### config.mk
export PLATFORM = sky130hd
export DESIGN_NAME = conv_ctrl_flat
export DESIGN_NICKNAME = d
export VERILOG_FILES = /design/src/rtl/conv_ctrl_if.sv /design/src/rtl/conv_ctrl.sv /design/src/flat_wrapper.sv
export SDC_FILE = /design/constraint.sdc
export NUM_CORES = 1
export LEC_CHECK = 0
export CAP_MARGIN = 20
export CORE_ASPECT_RATIO = 1.4
export CORE_UTILIZATION = 52
export DETAILED_ROUTE_END_ITERATION = 12
export MAX_ROUTING_LAYER = met4
export PLACE_DENSITY_LB_ADDON = 0.08
export SLEW_MARGIN = 25
export SYNTH_ARGS = -nofsm -noshare
export SYNTH_HDL_FRONTEND = slang
export SYNTH_SLANG_ARGS = --single-unit
### constraint.sdc
create_clock -name clk -period 3 [get_ports clk]
set_input_delay 0.75 -clock clk [delete_from_list [all_inputs] [get_ports clk]]
set_output_delay 0.75 -clock clk [all_outputs]
set_load 0.02 [all_outputs]
### src/rtl/conv_ctrl_if.sv
// Handshake and datapath-control bundle between the layer controller and conv_ctrl.
// Latency: none, wires only.
// Backpressure: none; req is a start pulse and ack is a completion pulse.
interface conv_ctrl_if #(
    parameter int LWIDTH = 10
);
    // layer controller -> sequencer
    logic              req;
    logic [LWIDTH-1:0] img_size;
    logic [LWIDTH-1:0] in_ch;
    logic [LWIDTH-1:0] out_ch;
    // sequencer -> layer controller
    logic              ack;
    logic              busy;
    // sequencer -> datapath (weight regs, line buffer, RAM addressing)
    logic              w_we;
    logic [4:0]        w_addr;
    logic              b_we;
    logic              pix_en;
    logic [LWIDTH-1:0] mem_ich;
    logic [LWIDTH-1:0] mem_och;
    // sequencer -> accumulator, aligned with the tree output
    logic              out_valid;
    logic              out_first;
    logic              out_last;
    logic [LWIDTH-1:0] out_row;
    logic [LWIDTH-1:0] out_col;

    modport master (
        output req, img_size, in_ch, out_ch,
        input  ack, busy, w_we, w_addr, b_we, pix_en, mem_ich, mem_och,
        input  out_valid, out_first, out_last, out_row, out_col
    );

    modport slave (
        input  req, img_size, in_ch, out_ch,
        output ack, busy, w_we, w_addr, b_we, pix_en, mem_ich, mem_och,
        output out_valid, out_first, out_last, out_row, out_col
    );
endinterface

### src/rtl/conv_ctrl.sv
// Sequencer for the 25-tap conv tree: weight load, fmap stream and tag delay per (och, ich) pair.
// Latency: first w_we the cycle after req is taken; tags reach out_* TREE_LAT cycles after the window.
// Backpressure: none; req is ignored while busy. Optional bias load is enabled by CONV_CTRL_BIAS_EN.
module conv_ctrl #(
    parameter int LWIDTH   = 10,
    parameter int FSIZE    = 5,
    parameter int TREE_LAT = 5
) (
    input  logic        clk,
    input  logic        xrst,
    conv_ctrl_if.slave  bus
);

    localparam int NTAP    = FSIZE * FSIZE;
    localparam int CNT_MAX = (NTAP > TREE_LAT) ? NTAP : TREE_LAT;
    localparam int CW      = $clog2(CNT_MAX + 1);

    typedef enum logic [2:0] {
        S_IDLE,
        S_WEIGHT,
        S_STREAM,
        S_FLUSH,
`ifdef CONV_CTRL_BIAS_EN
        S_DONE,
        S_BIAS
`else
        S_DONE
`endif
    } state_t;

    typedef struct packed {
        logic              valid;
        logic              first;
        logic              last;
        logic [LWIDTH-1:0] row;
        logic [LWIDTH-1:0] col;
    } tag_t;

    state_t            state, state_nxt;
    logic [CW-1:0]     cnt;
    logic [LWIDTH-1:0] img_l, in_ch_l, out_ch_l;
    logic [LWIDTH-1:0] ich, och;
    logic [LWIDTH-1:0] in_row, in_col;
    logic              degenerate;
    logic              last_pix;
    logic              last_ich;
    logic              last_och;
    tag_t              tag_in;
    tag_t              dly [TREE_LAT];

    // Degenerate layers skip straight to DONE; decided on the live inputs at the accepting edge
    assign degenerate = (bus.img_size < LWIDTH'(FSIZE)) || (bus.in_ch == '0) || (bus.out_ch == '0);
    assign last_pix   = (in_row == img_l - LWIDTH'(1)) && (in_col == img_l - LWIDTH'(1));
    assign last_ich   = (ich == in_ch_l - LWIDTH'(1));
    assign last_och   = (och == out_ch_l - LWIDTH'(1));

    // State register
    always_ff @(posedge clk or negedge xrst) begin
        if (!xrst) state <= S_IDLE;
        else       state <= state_nxt;
    end

    // Next-state decision
    always_comb begin
        state_nxt = state;
        case (state)
            S_IDLE:   if (bus.req) state_nxt = degenerate ? S_DONE : S_WEIGHT;
            S_WEIGHT: if (cnt == CW'(NTAP - 1)) begin
`ifdef CONV_CTRL_BIAS_EN
                          state_nxt = (ich == '0) ? S_BIAS : S_STREAM;
`else
                          state_nxt = S_STREAM;
`endif
                      end
`ifdef CONV_CTRL_BIAS_EN
            S_BIAS:   state_nxt = S_STREAM;
`endif
            S_STREAM: if (last_pix) state_nxt = last_ich ? S_FLUSH : S_WEIGHT;
            S_FLUSH:  if (cnt == CW'(TREE_LAT - 1)) state_nxt = last_och ? S_DONE : S_WEIGHT;
            S_DONE:   state_nxt = S_IDLE;
            default:  state_nxt = S_IDLE;
        endcase
    end

    // Size latches, tap/flush counter, pixel position and channel indices
    always_ff @(posedge clk or negedge xrst) begin
        if (!xrst) begin
            img_l    <= '0;
            in_ch_l  <= '0;
            out_ch_l <= '0;
            cnt      <= '0;
            in_row   <= '0;
            in_col   <= '0;
            ich      <= '0;
            och      <= '0;
        end else begin
            case (state)
                S_IDLE: if (bus.req) begin
                    img_l    <= bus.img_size;
                    in_ch_l  <= bus.in_ch;
                    out_ch_l <= bus.out_ch;
                    cnt      <= '0;
                    in_row   <= '0;
                    in_col   <= '0;
                    ich      <= '0;
                    och      <= '0;
                end
                S_WEIGHT: cnt <= (cnt == CW'(NTAP - 1)) ? '0 : cnt + CW'(1);
                S_STREAM: begin
                    if (last_pix) begin
                        in_row <= '0;
                        in_col <= '0;
                        if (!last_ich) ich <= ich + LWIDTH'(1);
                    end else if (in_col == img_l - LWIDTH'(1)) begin
                        in_col <= '0;
                        in_row <= in_row + LWIDTH'(1);
                    end else begin
                        in_col <= in_col + LWIDTH'(1);
                    end
                end
                S_FLUSH: begin
                    if (cnt == CW'(TREE_LAT - 1)) begin
                        cnt <= '0;
                        if (!last_och) begin
                            och <= och + LWIDTH'(1);
                            ich <= '0;
                        end
                    end else begin
                        cnt <= cnt + CW'(1);
                    end
                end
                S_DONE: begin
                    ich <= '0;
                    och <= '0;
                end
                default: ;
            endcase
        end
    end

    // Window tag for the pixel currently entering the tree; zero outside STREAM
    always_comb begin
        tag_in = '0;
        if (state == S_STREAM && in_row >= LWIDTH'(FSIZE - 1) && in_col >= LWIDTH'(FSIZE - 1)) begin
            tag_in.valid = 1'b1;
            tag_in.first = (ich == '0);
            tag_in.last  = last_ich;
            tag_in.row   = in_row - LWIDTH'(FSIZE - 1);
            tag_in.col   = in_col - LWIDTH'(FSIZE - 1);
        end
    end

    // Tag delay line matching the tree pipeline; shifts every cycle so tags drain during WEIGHT
    always_ff @(posedge clk or negedge xrst) begin
        if (!xrst) begin
            for (int k = 0; k < TREE_LAT; k++) dly[k] <= '0;
        end else begin
            dly[0] <= tag_in;
            for (int k = 1; k < TREE_LAT; k++) dly[k] <= dly[k-1];
        end
    end

    // Moore outputs decoded from state and counters
    always_comb begin
        bus.busy      = (state != S_IDLE);
        bus.ack       = (state == S_DONE);
        bus.w_we      = (state == S_WEIGHT);
        bus.w_addr    = (state == S_WEIGHT) ? 5'(cnt) : 5'd0;
        bus.pix_en    = (state == S_STREAM);
`ifdef CONV_CTRL_BIAS_EN
        bus.b_we      = (state == S_BIAS);
`else
        bus.b_we      = 1'b0;
`endif
        bus.mem_ich   = ich;
        bus.mem_och   = och;
        bus.out_valid = dly[TREE_LAT-1].valid;
        bus.out_first = dly[TREE_LAT-1].first;
        bus.out_last  = dly[TREE_LAT-1].last;
        bus.out_row   = dly[TREE_LAT-1].row;
        bus.out_col   = dly[TREE_LAT-1].col;
    end

endmodule

### src/flat_wrapper.sv
// flat-port wrapper written by rule: the top's interface ports become plain ports
module conv_ctrl_flat 
#(
    parameter int LWIDTH   = 10,
    parameter int FSIZE    = 5,
    parameter int TREE_LAT = 5
)
  (clk, xrst, bus_req, bus_img_size, bus_in_ch, bus_out_ch, bus_ack, bus_busy, bus_w_we, bus_w_addr, bus_b_we, bus_pix_en, bus_mem_ich, bus_mem_och, bus_out_valid, bus_out_first, bus_out_last, bus_out_row, bus_out_col);
  conv_ctrl_if #(.LWIDTH(LWIDTH)) bus_i ();
  input  logic clk;
  input  logic xrst;
  input wire logic [$bits(bus_i.req)-1:0] bus_req;
  input wire logic [$bits(bus_i.img_size)-1:0] bus_img_size;
  input wire logic [$bits(bus_i.in_ch)-1:0] bus_in_ch;
  input wire logic [$bits(bus_i.out_ch)-1:0] bus_out_ch;
  output wire logic [$bits(bus_i.ack)-1:0] bus_ack;
  output wire logic [$bits(bus_i.busy)-1:0] bus_busy;
  output wire logic [$bits(bus_i.w_we)-1:0] bus_w_we;
  output wire logic [$bits(bus_i.w_addr)-1:0] bus_w_addr;
  output wire logic [$bits(bus_i.b_we)-1:0] bus_b_we;
  output wire logic [$bits(bus_i.pix_en)-1:0] bus_pix_en;
  output wire logic [$bits(bus_i.mem_ich)-1:0] bus_mem_ich;
  output wire logic [$bits(bus_i.mem_och)-1:0] bus_mem_och;
  output wire logic [$bits(bus_i.out_valid)-1:0] bus_out_valid;
  output wire logic [$bits(bus_i.out_first)-1:0] bus_out_first;
  output wire logic [$bits(bus_i.out_last)-1:0] bus_out_last;
  output wire logic [$bits(bus_i.out_row)-1:0] bus_out_row;
  output wire logic [$bits(bus_i.out_col)-1:0] bus_out_col;
  assign bus_i.req = bus_req;
  assign bus_i.img_size = bus_img_size;
  assign bus_i.in_ch = bus_in_ch;
  assign bus_i.out_ch = bus_out_ch;
  assign bus_ack = bus_i.ack;
  assign bus_busy = bus_i.busy;
  assign bus_w_we = bus_i.w_we;
  assign bus_w_addr = bus_i.w_addr;
  assign bus_b_we = bus_i.b_we;
  assign bus_pix_en = bus_i.pix_en;
  assign bus_mem_ich = bus_i.mem_ich;
  assign bus_mem_och = bus_i.mem_och;
  assign bus_out_valid = bus_i.out_valid;
  assign bus_out_first = bus_i.out_first;
  assign bus_out_last = bus_i.out_last;
  assign bus_out_row = bus_i.out_row;
  assign bus_out_col = bus_i.out_col;
  conv_ctrl #(.LWIDTH(LWIDTH), .FSIZE(FSIZE), .TREE_LAT(TREE_LAT)) u_core (.clk(clk), .xrst(xrst), .bus(bus_i));
endmodule
Word-level counts from Yosys, hierarchy flattened. Index checks and enable logic that the tools add are counted.

Add/subtract/negate cells: 10. Magnitude comparators: 3. Eq/ne operators: 17. Multiplexer cells: 29. Reduce and logical (&&, ||, !) cells: 21.

Operator list (count): two-way mux 10 bit (11); adder 10 x 1 -> 10 bit (second input constant) (4); == test 10 bit (4); one-hot mux 10 bit (2 select lines) (2); one-hot mux 10 bit (4 select lines) (1); logical NOT 10 bit (3); one-hot mux 10 bit (3 select lines) (1); subtractor 10 x 1 -> 10 bit (second input constant) (3); two-way mux 23 bit (1); greater-or-equal comparator 10 x 3 -> 1 bit (second input constant) (2); two-way mux 5 bit (4); subtractor 10 x 3 -> 10 bit (second input constant) (2); two-way mux 3 bit (6); one-hot mux 5 bit (3 select lines) (1); one-hot mux 3 bit (4 select lines) (1); less-than comparator 10 x 3 -> 1 bit (second input constant) (1); nonzero test 3 bit (3); AND reduction 4 bit (2); == test 3 x 2 -> 1 bit (second input constant) (2); inequality test 2 x 1 -> 1 bit (second input constant) (3); inequality test 2 bit (second input constant) (3); AND reduction 2 bit (3); AND reduction 6 bit (1); adder 5 x 1 -> 5 bit (second input constant) (1); other kinds (12) (15).

Bits in registers: 193. Input bits: 33. Output and inout port bits: 53. Logic and storage cells: 114.

Logic depth before layout (Yosys ltp).
Depth in word-level cells: 6. Gate-level depth with buffers: 13. Mapped depth without buffers: 10.

Least setup slack after synthesis. Ideal clock, no wire load.

Kind: register to register. Start: register u_core.img_l[3]. End: register u_core.ich[9], in the netlist u_core.bus.mem_ich[9]. Data arrival time: 2.768 ns. Setup slack: 0.154 ns. Cell stages (with the launch flop): 10. Path through: dfrtp_1 > or4_4 > o311a_1 > a311o_1 > o21bai_1 > nor4_2 > o21ai_1 > buf_2 > or4_1 > a21oi_1.

Word-level cells in the longest chain between the ends: 5.

RTL lines: from (decl) (RTL line conv_ctrl.sv:41) `logic [LWIDTH-1:0] img_l, in_ch_l, out_ch_l;`; from (signal assigned) (RTL line conv_ctrl.sv:99) `img_l <= bus.img_size;`; subtractor 10 x 1 -> 10 bit (*) (RTL line conv_ctrl.sv:53) `assign last_pix = (in_row == img_l - LWIDTH'(1)) && (in_col == img_l - LWIDTH'(1));`; == test 10 bit (RTL line conv_ctrl.sv:53); logical AND 1 bit (*) (RTL line conv_ctrl.sv:53); inequality test 2 x 1 -> 1 bit (no source line) (*); AND reduction 6 bit (no source line) (*); to (signal assigned) (RTL line conv_ctrl.sv:113) `if (!last_ich) ich <= ich + LWIDTH'(1);`; to (decl) (RTL line conv_ctrl.sv:42) `logic [LWIDTH-1:0] ich, och;`.

Every way passes the cells marked *; elsewhere a longest branch is shown, timed or not. A chain may end at the register's enable or synchronous reset.

Worst setup path in the final report.
Start: register u_core.out_ch_l[2]. End: register u_core.och[6], in the netlist u_core.bus.mem_och[6].

Word-level cells in the longest chain between the ends: 4.

RTL lines: from (decl) (RTL line conv_ctrl.sv:41); from (signal assigned) (RTL line conv_ctrl.sv:101) `out_ch_l <= bus.out_ch;`; subtractor 10 x 1 -> 10 bit (RTL line conv_ctrl.sv:55) `assign last_och = (och == out_ch_l - LWIDTH'(1));`; == test 10 bit (RTL line conv_ctrl.sv:55); inequality test 2 bit (no source line); AND reduction 4 bit (no source line); to (signal assigned) (RTL line conv_ctrl.sv:125) `och <= och + LWIDTH'(1);`; to (decl) (RTL line conv_ctrl.sv:42).

Every way passes these cells.

==> out/qor.yml <==
outcome:
  outcome: "complete, but fails checks"
  violations: "DRC"
grt:
  antenna_found_initial: 0
  gr-total-overflow: 0
  grt_util_all_layers_pct: 24.7
  grt_pass1_wl_um: 32700
  grt_pass1_vias: 6753
  grt_max_degree: 69
yosys:
  netlist.area_leader.share_pct: 55.2
  avgSynthCellArea_um2: 10.6
  netlist_top_cells_area: "dfrtp_1 (55%), xnor2_1 (3.8%), nand2_1 (2.8%), nor2_1 (2.7%), mux2_2 (2.7%)"
  syn_nets: 878
  yosysUniqueCellTypes: 72
  synth_seq_cells: 193
  ys_seq_area_share_pct: 55.2
  synth.cell_area_um2: 8750
  synthFlopType: "dfrtp_1"
  synth_top_cell_by_area: "dfrtp_1"
  synth_edf_count: 0
  ys_async_sr_fraction_pct: 100
  ys_warn_count: 0
  synthCells: 827
worst_setup_path:
  setup.worst_path.class: "reg -> reg"
  crit_fanout: 12
  path_buf_inv: 1
  cp-start-kind: "register"
  crit_chain: "or4_4 > o211ai_1 > o31ai_1 > nor3_2 > o31ai_4 > a21o_1 > buf_4 > or4_1 > a21oi_2"
  critical-path-top-delay-family: "simple AND/OR/NAND/NOR gates"
  endpoint_kind: "register"
  reg2regPathDepth: 9
  cp_slowest_cell: "or4_4"
  cp.required_ns: 3.36
  path_depth: 9
  crit_path_max_incr_delay_ns: 0.58
  arrival_ns: 3.31
placed_design:
  numPortBuffers: 84
  dp_hpwl_um: 14000
  gp_congestion: 0.911
pwr:
  p_comb_share_pct: 40.0
  power.switching_uw: 3430
  p_leak_uw: 0.00490
  swShare_pct: 37.0
  powerDensity_nw_per_um2: 851
  power_frac_clock_pct: 24.5
  p_int_uw: 5850
  seq_power_share_pct: 35.6
  p_total_uw: 9280
  ir_drop_v: 0.000473
timing:
  rsz0062_at_grt: "yes"
  tns_ns: 0
  drv_slew: 0
  period_share_pct: 98.5
  post-route-min-period_ns: 2.96
  tightest_slew_ns: 0.625
  final-setup-viol-count: 0
  relSlewSlack_pct: 58.0
  final.setup_skew_ns: 0.0103
  fmax_ghz: 0.338
  report.final.hold_viol_count: 0
die:
  pin_count: 86
  die-area_um2: 17400
  dieWidth_um: 112
  row_count: 55
  core_um2: 16300
  start_util_pct: 53.7
  die_h_um: 156
finish:
  final_nets: 996
  n_antenna_cell: 0
  final_cell_mix: "dfrtp_1 (188), clkdlybuf4s50_1 (83), buf_4 (72)"
  area_growth_pct: 24.6
  layout_commonest_cell: "dfrtp_1"
  layout-drive-gt1-share_pct: 19.3
cts:
  clockRootBuffer: "clkbuf_16"
  htree_levels: 4
  clk_latency_ns: 0.43
  cts_tree: "done"
  clk_pin_slew_ns: 0.07
  cts_buffers: 17
  clock-sinks: 193
  max-clock-path-buffers: 2
drt:
  via_per_inst: 5.67
  drtPass1Iterations: 9
  drc_errors: 8
  ant_nets: 0
  num_vias: 6549
  drtIter0Drc: 307
  detail_route.wl_per_cell_um: 17.1
  drt-total-wl_um: 19700
flow_run:
  cap_violations: 0
min_path:
  hold_path.class: "in -> async"
[power by group through the flow]
stage	Combinational (µW)	Sequential, µW	Clock [µW]
4_1_cts	3430	3290	2330
6_report	3710	3300	2270
3_5_place_dp	3400	3340	0
5_1_grt	4060	3350	2420
2_1_floorplan	2210	3220	0
3_3_place_gp	3330	3320	0
[final timing paths]
check | slack, ns | to | startpoint
setup / recovery | 0.04 | u_core.bus.mem_och[6] | u_core.out_ch_l[2]
hold / removal | 0.30 | u_core.bus.mem_och[3] | xrst
setup reg to reg | 0.04 | u_core.bus.mem_och[6] | u_core.out_ch_l[2]
hold reg to reg | 0.34 | u_core.dly[72] | u_core.dly[95]
max in group asynchronous | 1.77 | u_core.bus.out_col[3] | xrst
min in group clk | 0.34 | u_core.dly[72] | u_core.dly[95]
[layer usage]
metal	track usage, %	up-vias	wire (µm)
met2	43.2	164	10500
li1	-	3111	-
met5	-	-	0
met3	4.79	33	757
met4	7.27	0	313
met1	28.7	3241	8160
[cells in the mapped netlist (4+ instances only)]
cell type / instances
xnor2_1: 38
nand2_1: 66
o211ai_1: 8
o31ai_1: 18
or3_1: 11
buf_4: 21
a31oi_1: 8
a21oi_1: 24
ha_1: 18
a31o_2: 4
xor2_1: 14
clkbuf_1: 34
nor2b_1: 7
nand2b_1: 17
buf_2: 7
or2_2: 4
inv_1: 34
o41ai_1: 4
nand3_1: 17
nor2_1: 64
nor4b_1: 4
nand4_1: 11
mux2_2: 21
nor3_1: 21
nor4_1: 16
o21ai_1: 24
and2_1: 6
dfrtp_1: 193
and3_1: 7
o21ai_0: 35
or4_1: 16
[registers in the layout (all words and copies together), names as in the netlist]
name                  count
u_core.in_col            10
u_core.img_l             10
u_core.out_ch_l          10
u_core.bus.out_col       10
u_core.bus.out_first      1
u_core.cnt                5
u_core.bus.out_row       10
u_core.bus.mem_och       10
u_core.bus.mem_ich       10
u_core.in_row            10
u_core.in_ch_l           10
u_core.state              3
u_core.bus.out_last       1
u_core.bus.out_valid      1
u_core.dly               92
[worst register-to-register path, stage by stage, from the launching register on]
cell and delay (ns):
dfrtp_2 0.44, or4_4 0.58, o211ai_1 0.21, o31ai_1 0.13, nor3_2 0.34, o31ai_4 0.11
a21o_1 0.22, buf_4 0.17, or4_1 0.53, a21oi_2 0.17
[through the flow]
step,setup WS (ns),util (%),cell area (µm²),cells,hold WS [ns]
finish,0.0441,66.9,10900,1156,0.300
global route,-0.0521,66.9,10900,1156,0.333
CTS,0.00173,65.5,10700,1147,0.327
detailed placement,-0.343,61.7,10100,1116,0.335
global placement,-0.329,61.7,10100,1116,0.332
floorplan,0.154,-,8750,827,0.331
[cell families after synthesis]
logic type,after synthesis,synth area share (%)
AOI/OAI and AO/OA,156,11.7
xor gates and xnor gates,52,5.20
adders and majority gates,18,2.57
buffers and inverters,98,5.20
DFF,193,55.2
muxes,23,2.93
other,1,0.0428
and+or+nand+nor,286,17.2
[timing repair]
action                                 4_1_cts  5_1_grt
buffers inserted                             0        8
cloned                                       0        1
resized for setup                            2       41
pin swaps                                    0       10
endpoints found under the hold margin        0        0
hold buffers                                 0        0
setup endpoints to repair                    4       33
[area by class of cell]
cell class	instances	area, µm²
Tap cell	199	249
Clock inverter	13	161
Fill cell	1252	5400
Inverter	36	135
Sequential cell	193	4840
Timing Repair Buffer	161	1450
Clock buffer	18	439
Multi-Input combinational cell	536	3630
Power figures use the tool's default switching activity.
